<file path="src/rtl/cook_timer.sv">
// cook_timer: mm:ss countdown with preset load, pause/resume, door interlock
// and a post-expiry beep window. All outputs are registered.
`default_nettype none

module cook_timer #(
    parameter int CLK_HZ = 100000000,
    parameter int BEEP_S = 3
) (
    input  logic       clk,
    input  logic       rst_n,
    input  logic [5:0] set_min,
    input  logic [5:0] set_sec,
    input  logic       load,
    input  logic       start,
    input  logic       pause,
    input  logic       clear,
    input  logic       door_open,
    output logic [5:0] minutes,
    output logic [5:0] seconds,
    output logic       running,
    output logic       beep,
    output logic       done
);

    localparam int PW = (CLK_HZ > 1) ? $clog2(CLK_HZ) : 1;
    localparam int BW = (BEEP_S > 1) ? $clog2(BEEP_S) : 1;
    localparam logic [PW-1:0] PRESC_MAX = PW'(CLK_HZ - 1);
    localparam logic [BW-1:0] BEEP_LAST = BW'((BEEP_S > 0) ? BEEP_S - 1 : 0);

    typedef enum logic [2:0] {
        S_IDLE  = 3'd0,
        S_SET   = 3'd1,
        S_RUN   = 3'd2,
        S_PAUSE = 3'd3,
        S_DONE  = 3'd4
    } state_t;

    state_t        state;
    logic [PW-1:0] presc;
    logic [BW-1:0] beep_cnt;

    logic       tick;
    logic       hold;
    logic       cmd_ok;
    logic [5:0] dec_min;
    logic [5:0] dec_sec;
    logic       dec_zero;
    logic [5:0] ld_min;
    logic [5:0] ld_sec;
    logic       ld_zero;

    always_comb begin
        tick    = (presc == PRESC_MAX);
        hold    = door_open | pause;
        // start is only honoured when neither door nor pause outranks it
        cmd_ok  = !door_open && !pause;
        dec_min = minutes;
        dec_sec = seconds - 6'd1;
        if (seconds == 6'd0) begin
            dec_min = minutes - 6'd1;
            dec_sec = 6'd59;
        end
        dec_zero = (dec_min == 6'd0) && (dec_sec == 6'd0);
        ld_min   = (set_min > 6'd59) ? 6'd59 : set_min;
        ld_sec   = (set_sec > 6'd59) ? 6'd59 : set_sec;
        ld_zero  = (ld_min == 6'd0) && (ld_sec == 6'd0);
    end

    always_ff @(posedge clk or negedge rst_n) begin
        if (!rst_n) begin
            state    <= S_IDLE;
            minutes  <= 6'd0;
            seconds  <= 6'd0;
            presc    <= '0;
            beep_cnt <= '0;
            running  <= 1'b0;
            beep     <= 1'b0;
            done     <= 1'b0;
        end else begin
            done <= 1'b0;
            if (clear) begin
                state    <= S_IDLE;
                minutes  <= 6'd0;
                seconds  <= 6'd0;
                presc    <= '0;
                beep_cnt <= '0;
                running  <= 1'b0;
                beep     <= 1'b0;
            end else begin
                case (state)
                    S_IDLE, S_SET: begin
                        if (cmd_ok && start) begin
                            if (state == S_SET) begin
                                state   <= S_RUN;
                                presc   <= '0;
                                running <= 1'b1;
                            end
                        end else if (cmd_ok && load) begin
                            minutes <= ld_min;
                            seconds <= ld_sec;
                            state   <= ld_zero ? S_IDLE : S_SET;
                        end
                    end
                    S_RUN: begin
                        if (tick) begin
                            presc   <= '0;
                            minutes <= dec_min;
                            seconds <= dec_sec;
                            // expiry wins over a coincident pause or door event
                            if (dec_zero) begin
                                state    <= S_DONE;
                                running  <= 1'b0;
                                done     <= 1'b1;
                                beep     <= (BEEP_S != 0);
                                beep_cnt <= '0;
                            end else if (hold) begin
                                state   <= S_PAUSE;
                                running <= 1'b0;
                            end
                        end else if (hold) begin
                            state   <= S_PAUSE;
                            running <= 1'b0;
                        end else begin
                            presc <= presc + 1'b1;
                        end
                    end
                    S_PAUSE: begin
                        if (cmd_ok && start) begin
                            state   <= S_RUN;
                            presc   <= '0;
                            running <= 1'b1;
                        end
                    end
                    S_DONE: begin
                        if (door_open) begin
                            state    <= S_IDLE;
                            beep     <= 1'b0;
                            presc    <= '0;
                            beep_cnt <= '0;
                        end else if (cmd_ok && !start && load) begin
                            minutes  <= ld_min;
                            seconds  <= ld_sec;
                            state    <= ld_zero ? S_IDLE : S_SET;
                            beep     <= 1'b0;
                            presc    <= '0;
                            beep_cnt <= '0;
                        end else if (BEEP_S == 0) begin
                            state <= S_IDLE;
                        end else if (tick) begin
                            presc <= '0;
                            if (beep_cnt == BEEP_LAST) begin
                                state    <= S_IDLE;
                                beep     <= 1'b0;
                                beep_cnt <= '0;
                            end else begin
                                beep_cnt <= beep_cnt + 1'b1;
                            end
                        end else begin
                            presc <= presc + 1'b1;
                        end
                    end
                    default: begin
                        state   <= S_IDLE;
                        running <= 1'b0;
                        beep    <= 1'b0;
                    end
                endcase
            end
        end
    end

endmodule

`default_nettype wire
</file>
<file path="config.mk">
export PLATFORM = sky130hd
export DESIGN_NAME = cook_timer
export DESIGN_NICKNAME = d
export VERILOG_FILES = /design/src/rtl/cook_timer.sv
export SDC_FILE = /design/constraint.sdc
export NUM_CORES = 1
export LEC_CHECK = 0
export CAP_MARGIN = 20
export CORE_MARGIN = 5
export CORE_UTILIZATION = 30
export CTS_BUF_LIST = sky130_fd_sc_hd__clkbuf_8
export DETAILED_ROUTE_END_ITERATION = 7
export GPL_ROUTABILITY_DRIVEN = 0
export MAX_ROUTING_LAYER = met4
export PLACE_DENSITY = 0.47
export SETUP_SLACK_MARGIN = 0.3
export SYNTH_ARGS = -nofsm -noshare
export SYNTH_HDL_FRONTEND = slang
export SYNTH_SLANG_ARGS = --single-unit
</file>
<file path="constraint.sdc">
create_clock -name clk -period 3.6 [get_ports clk]
set_input_delay 0.72 -clock clk [delete_from_list [all_inputs] [get_ports clk]]
set_output_delay 0.72 -clock clk [all_outputs]
set_load 0.05 [all_outputs]
</file>
Yosys cells after proc, flatten, opt, wreduce, memory -nomap -nowiden
Cells that the tools add are included.

Bits of input ports: 19. Flip-flop bits (word level): 47. Output and inout bits: 15. Word-level logic and storage cells: 134.

Equal/unequal tests: 22. Bitwise gates (word level): 1. Magnitude comparators: 2. $add $sub $neg: 4. Reduce and logical (&&, ||, !) cells: 27. Mux-type cells: 70.

Operator list (count): $mux 27 (9); $pmux 27 s4 (1); $mux 6 (16); $mux 3 (12); $pmux 6 s3 (2); $logic_not 6->1 (5); $add 27x1->27 const B (1); $eq 27x27->1 const B (1); $ne 3x3->1 const B (9); $mux 1 (19); $reduce_and 5->1 (3); $mux 2 (7); $gt 6x6->1 const B (2); $ne 4x4->1 const B (3); $pmux 3 s4 (1); $sub 6x1->6 const B (2); $ne 5x5->1 const B (2); $reduce_and 4->1 (2); $logic_and 1x1->1 (7); $eq 3x2->1 const B (2); $reduce_and 6->1 (1); $reduce_bool 5->1 (1); $pmux 1 s4 (1); $pmux 2 s2 (1); other kinds (14) (16).

Logic depth before layout (Yosys ltp)
Word-level depth: 9. Depth in mapped cells: 9. Mapped depth without buffers: 7.

Worst setup path before layout
OpenSTA, ideal clock, no wires.

Path type: input port to flip-flop. Start: in clear. End: reg presc[15]. Path buffers: 4. Path slack: 1.201 ns. Data required time: 3.523 ns. Stages on the path: 9. Setup time: 0.077 ns. Data arrival time: 2.322 ns. Cells stage by stage: buf_2 nand2b_1 or4_4 buf_6 a22oi_4 buf_6 nor2_4 buf_6 a21oi_1.

Cells in the longest elaborated chain, start to end: 2. Elaborated cells on any way between the ends: 7. Those cells by class: eq/ne: 4; mux: 1; reduce/logical: 2.

RTL lines: start: declaration (RTL line 16) `input logic clear,`; $ne 4x4->1 (no source line) (tied with other cells); $reduce_and 5->1 (no source line); end signal: assignment (RTL line 124) `presc <= presc + 1'b1;`; end signal: assignment (RTL line 159) `presc <= presc + 1'b1;`; end: declaration (RTL line 39) `logic [PW-1:0] presc;`.

Parallel ways exist; a longest one is shown, timed or not. A chain may end at the register's enable or synchronous reset.

Worst setup path in the final report
Start: in door_open. End: reg presc[20].

Cells in the longest elaborated chain, start to end: 8. Elaborated cells on any way between the ends: 14. Those cells by class: eq/ne: 3; mux: 4; bitwise: 1; reduce/logical: 6.

RTL lines: start: declaration (RTL line 17) `input logic door_open,`; $logic_not 1->1 (RTL line 56) `cmd_ok = !door_open && !pause;`; $logic_and 1x1->1 (RTL line 56); $logic_and 1x1->1 (2 in a row) (RTL line 140) `end else if (cmd_ok && !start && load) begin`; $mux 27 (RTL line 140); $mux 27 (RTL line 135) `if (door_open) begin`; $pmux 27 s4 (RTL line 90) `case (state)`; $mux 27 (RTL line 81) `if (clear) begin`.

Parallel ways exist; a longest one is shown, timed or not.

==> impl_metrics.toml <==
[finish]
fin_nets = 434
nFillCells = 1214
diodes = 0
area_growth_pct = 15.5
post-route-util = 0.349
drive_gt1_frac = 0.0995

[global_route]
grt_pass1_wl_um = 16600
antenna_found_initial = 0
gr-total-overflow = 0
grt_max_degree = 32
track_usage = 0.156
grt_pass1_vias = 3156

[worst_setup_path]
rr_startpoint = "presc[0]"
r2r_slack_ns = 1.02
arrival_ns = 2.96
critPathLaunchType = "primary input"
crit_type = "primary input to flip-flop"
reg2reg_to = "presc[20]"
r2r_cells = 6
cp.required_ns = 3.84
worst_setup_path_end_kind = "flip-flop"
crit_fanout = 11

[synthesis]
yosysTopAreaCellShare = 0.344
synth_top_family_by_area = "simple AND/OR/NAND/NOR gates"
synth_enable_flop_cells = 0
syn_inst = 389
synth_fa_ha_area_frac = 0.0146
synth_largest_area_cell = "dfrtp_1"
yosys.area_share.simple = 0.302
synth-seq-cells = 47
synth_compound_area_frac = 0.260
yosys.area_share.xor_xnor = 0.00512
syn-num-nets = 412
synth_most_common_cell = "dfrtp_1"
synth_mux_area_frac = 0.0190
synthTopCellsByCount = "dfrtp_1, nand2_1, a21oi_1, nand3_1, nor2_1"
synth-async-reset-ratio = 1.00
synth.avg_cell_area_sq_um = 8.80
synth_area_sq_um = 3420
ys_seq_area_frac = 0.344
synth_ff_type = "dfrtp_1"
ys_types = 71
ys_warn_count = 0
synthTopCellsByArea = "dfrtp_1, a21oi_1, nand3_1"

[clock_network]
cts.htree.levels = 2
cts_resized = 0
cts_buffer_depth = 2
clk_pin_slew_ns = 0.10
clock_latency_ns = 0.31
cts_buffers = 5
clock-sinks = 47
cts_root_buffer = "clkbuf_8"
cts_hold_buf = 0
cts_tree = "done"
post_cts_buffers = 0

[placed_design]
io_buffers = 33
dp_hpwl_um = 7250
preCtsSetupSlack_ns = 0.582

[detailed_routing]
wl_per_cell_um = 17.8
num_vias = 3178
route.met3.wl_um = 379
vias_per_cell = 5.73
drtIter0Drc = 189
drtPass1Iterations = 4
drc = 0
drt_wl_total_um = 9860
final_antenna_net_count = 0
met1_length_um = 4870
wl_met2_um = 4500
highest_layer = "met4"

[status]
outcome = "finished clean"

[sta]
slew_headroom = 0.462
slew_viol_final = 0
skew_ns = 0.00978
max_freq_mhz = 367
setup_ws_ns = 0.876
worst_slew_pin_slew_ns = 0.787
post-route-period-util = 0.757
post-route-min-period_ns = 2.72
finalSetupViolCount = 0
rsz0062_at_grt = "false"
tns_ns = 0
hold_violations = 0

[pwr]
p_per_area_nw_per_um2 = 327
power_leakage_nw = 1.54
peakVddDrop_mv = 0.154

[die]
dieArea_sq_um = 13600
die_h_um = 117
ios = 34
initial_core_util = 0.302
num_rows = 39
core_sq_um = 11300
die_w_um = 117

[flow_run]
drv_cap = 0

[min_path]
hp-class = "primary input to asynchronous set/reset pin"
==> worst max-delay path: stages <==
cell and delay [ns]:
clkdlybuf4s50_1 0.55, and4bb_2 0.42, o32a_1 0.18, buf_4 0.19, nand2_1 0.22, or4_1 0.54
a21oi_1 0.14
==> metal layers <==
layer / up-vias / track usage
met5: - / -
met2: 53 / 0.246
met4: 0 / 0.0375
li1: 1574 / -
met1: 1544 / 0.214
met3: 7 / 0.0211
==> layout by cell type (no fill, tap or decap), drive strengths merged, types with 4 or more instances in the layout <==
master	instances
o31ai	16
and3	5
ha	4
clkbuf	5
mux2	4
nand2	30
nor2	22
inv	12
o41ai	5
and2	4
a22o	10
o21ai	20
clkdlybuf4s50	32
buf	9
nor3	10
nand3	24
and4	10
or2	5
nor2b	7
a21oi	29
a41oi	4
nand4	9
dfrtp	47
o22ai	7
nor4	10
or4	13
==> worst max-delay path by stage <==
stage	startpoint	end	slack, ns	cells after the start
after floorplan	clear	presc[15]	1.20	9
after global routing	door_open	presc[11]	0.68	6
after CTS	door_open	presc[20]	0.92	7
after global placement	clear	presc[0]	0.56	8
final	door_open	presc[20]	0.88	7
after detailed placement	door_open	presc[20]	0.58	7
==> final cells by class <==
type,instances,area [sq um],share of cell area
Sequential cell,47,1180,0.298
Clock inverter,3,47.5,0.0120
Tap cell,143,179,0.0453
Clock buffer,5,68.8,0.0174
Inverter,11,41.3,0.0104
Multi-Input combinational cell,305,2050,0.520
Timing Repair Buffer,41,385,0.0975
==> stage by stage <==
step	instances	total power, mW	hold WS, ns	cell area [sq um]
after floorplan	389	0.778	0.424	3420
after global placement	547	0.885	0.511	3830
after detailed placement	547	0.888	0.521	3830
after CTS	555	1.31	0.421	3950
after global routing	555	1.36	0.443	3950
final	555	1.29	0.399	3950
==> registers in the layout (all words and copies together), names as in the netlist <==
register / cells
beep: 1
done: 1
minutes: 6
presc: 27
state: 3
seconds: 6
beep_cnt: 2
running: 1
==> logic make-up (layout without fill, tap and decap cells) <==
| logic type | count (synthesis) | after routing |
|---|---|---|
| AOI/OAI and AO/OA | 123 | 123 |
| and+or+nand+nor | 170 | 170 |
| buffers and inverters | 37 | 60 |
| DFF | 47 | 47 |
| xor gates and xnor gates | 2 | 2 |
| adders and majority gates | 4 | 4 |
| muxes | 6 | 6 |
==> power by group <==
part / total [mW] / leakage (nW) / internal [mW] / switching [mW]
clock network: 0.418 / 0.0587 / 0.211 / 0.207
logic: 0.296 / 0.841 / 0.112 / 0.183
registers: 0.580 / 0.643 / 0.544 / 0.0355
total: 1.29 / 1.54 / 0.868 / 0.425
Power figures use the tool's default switching activity.
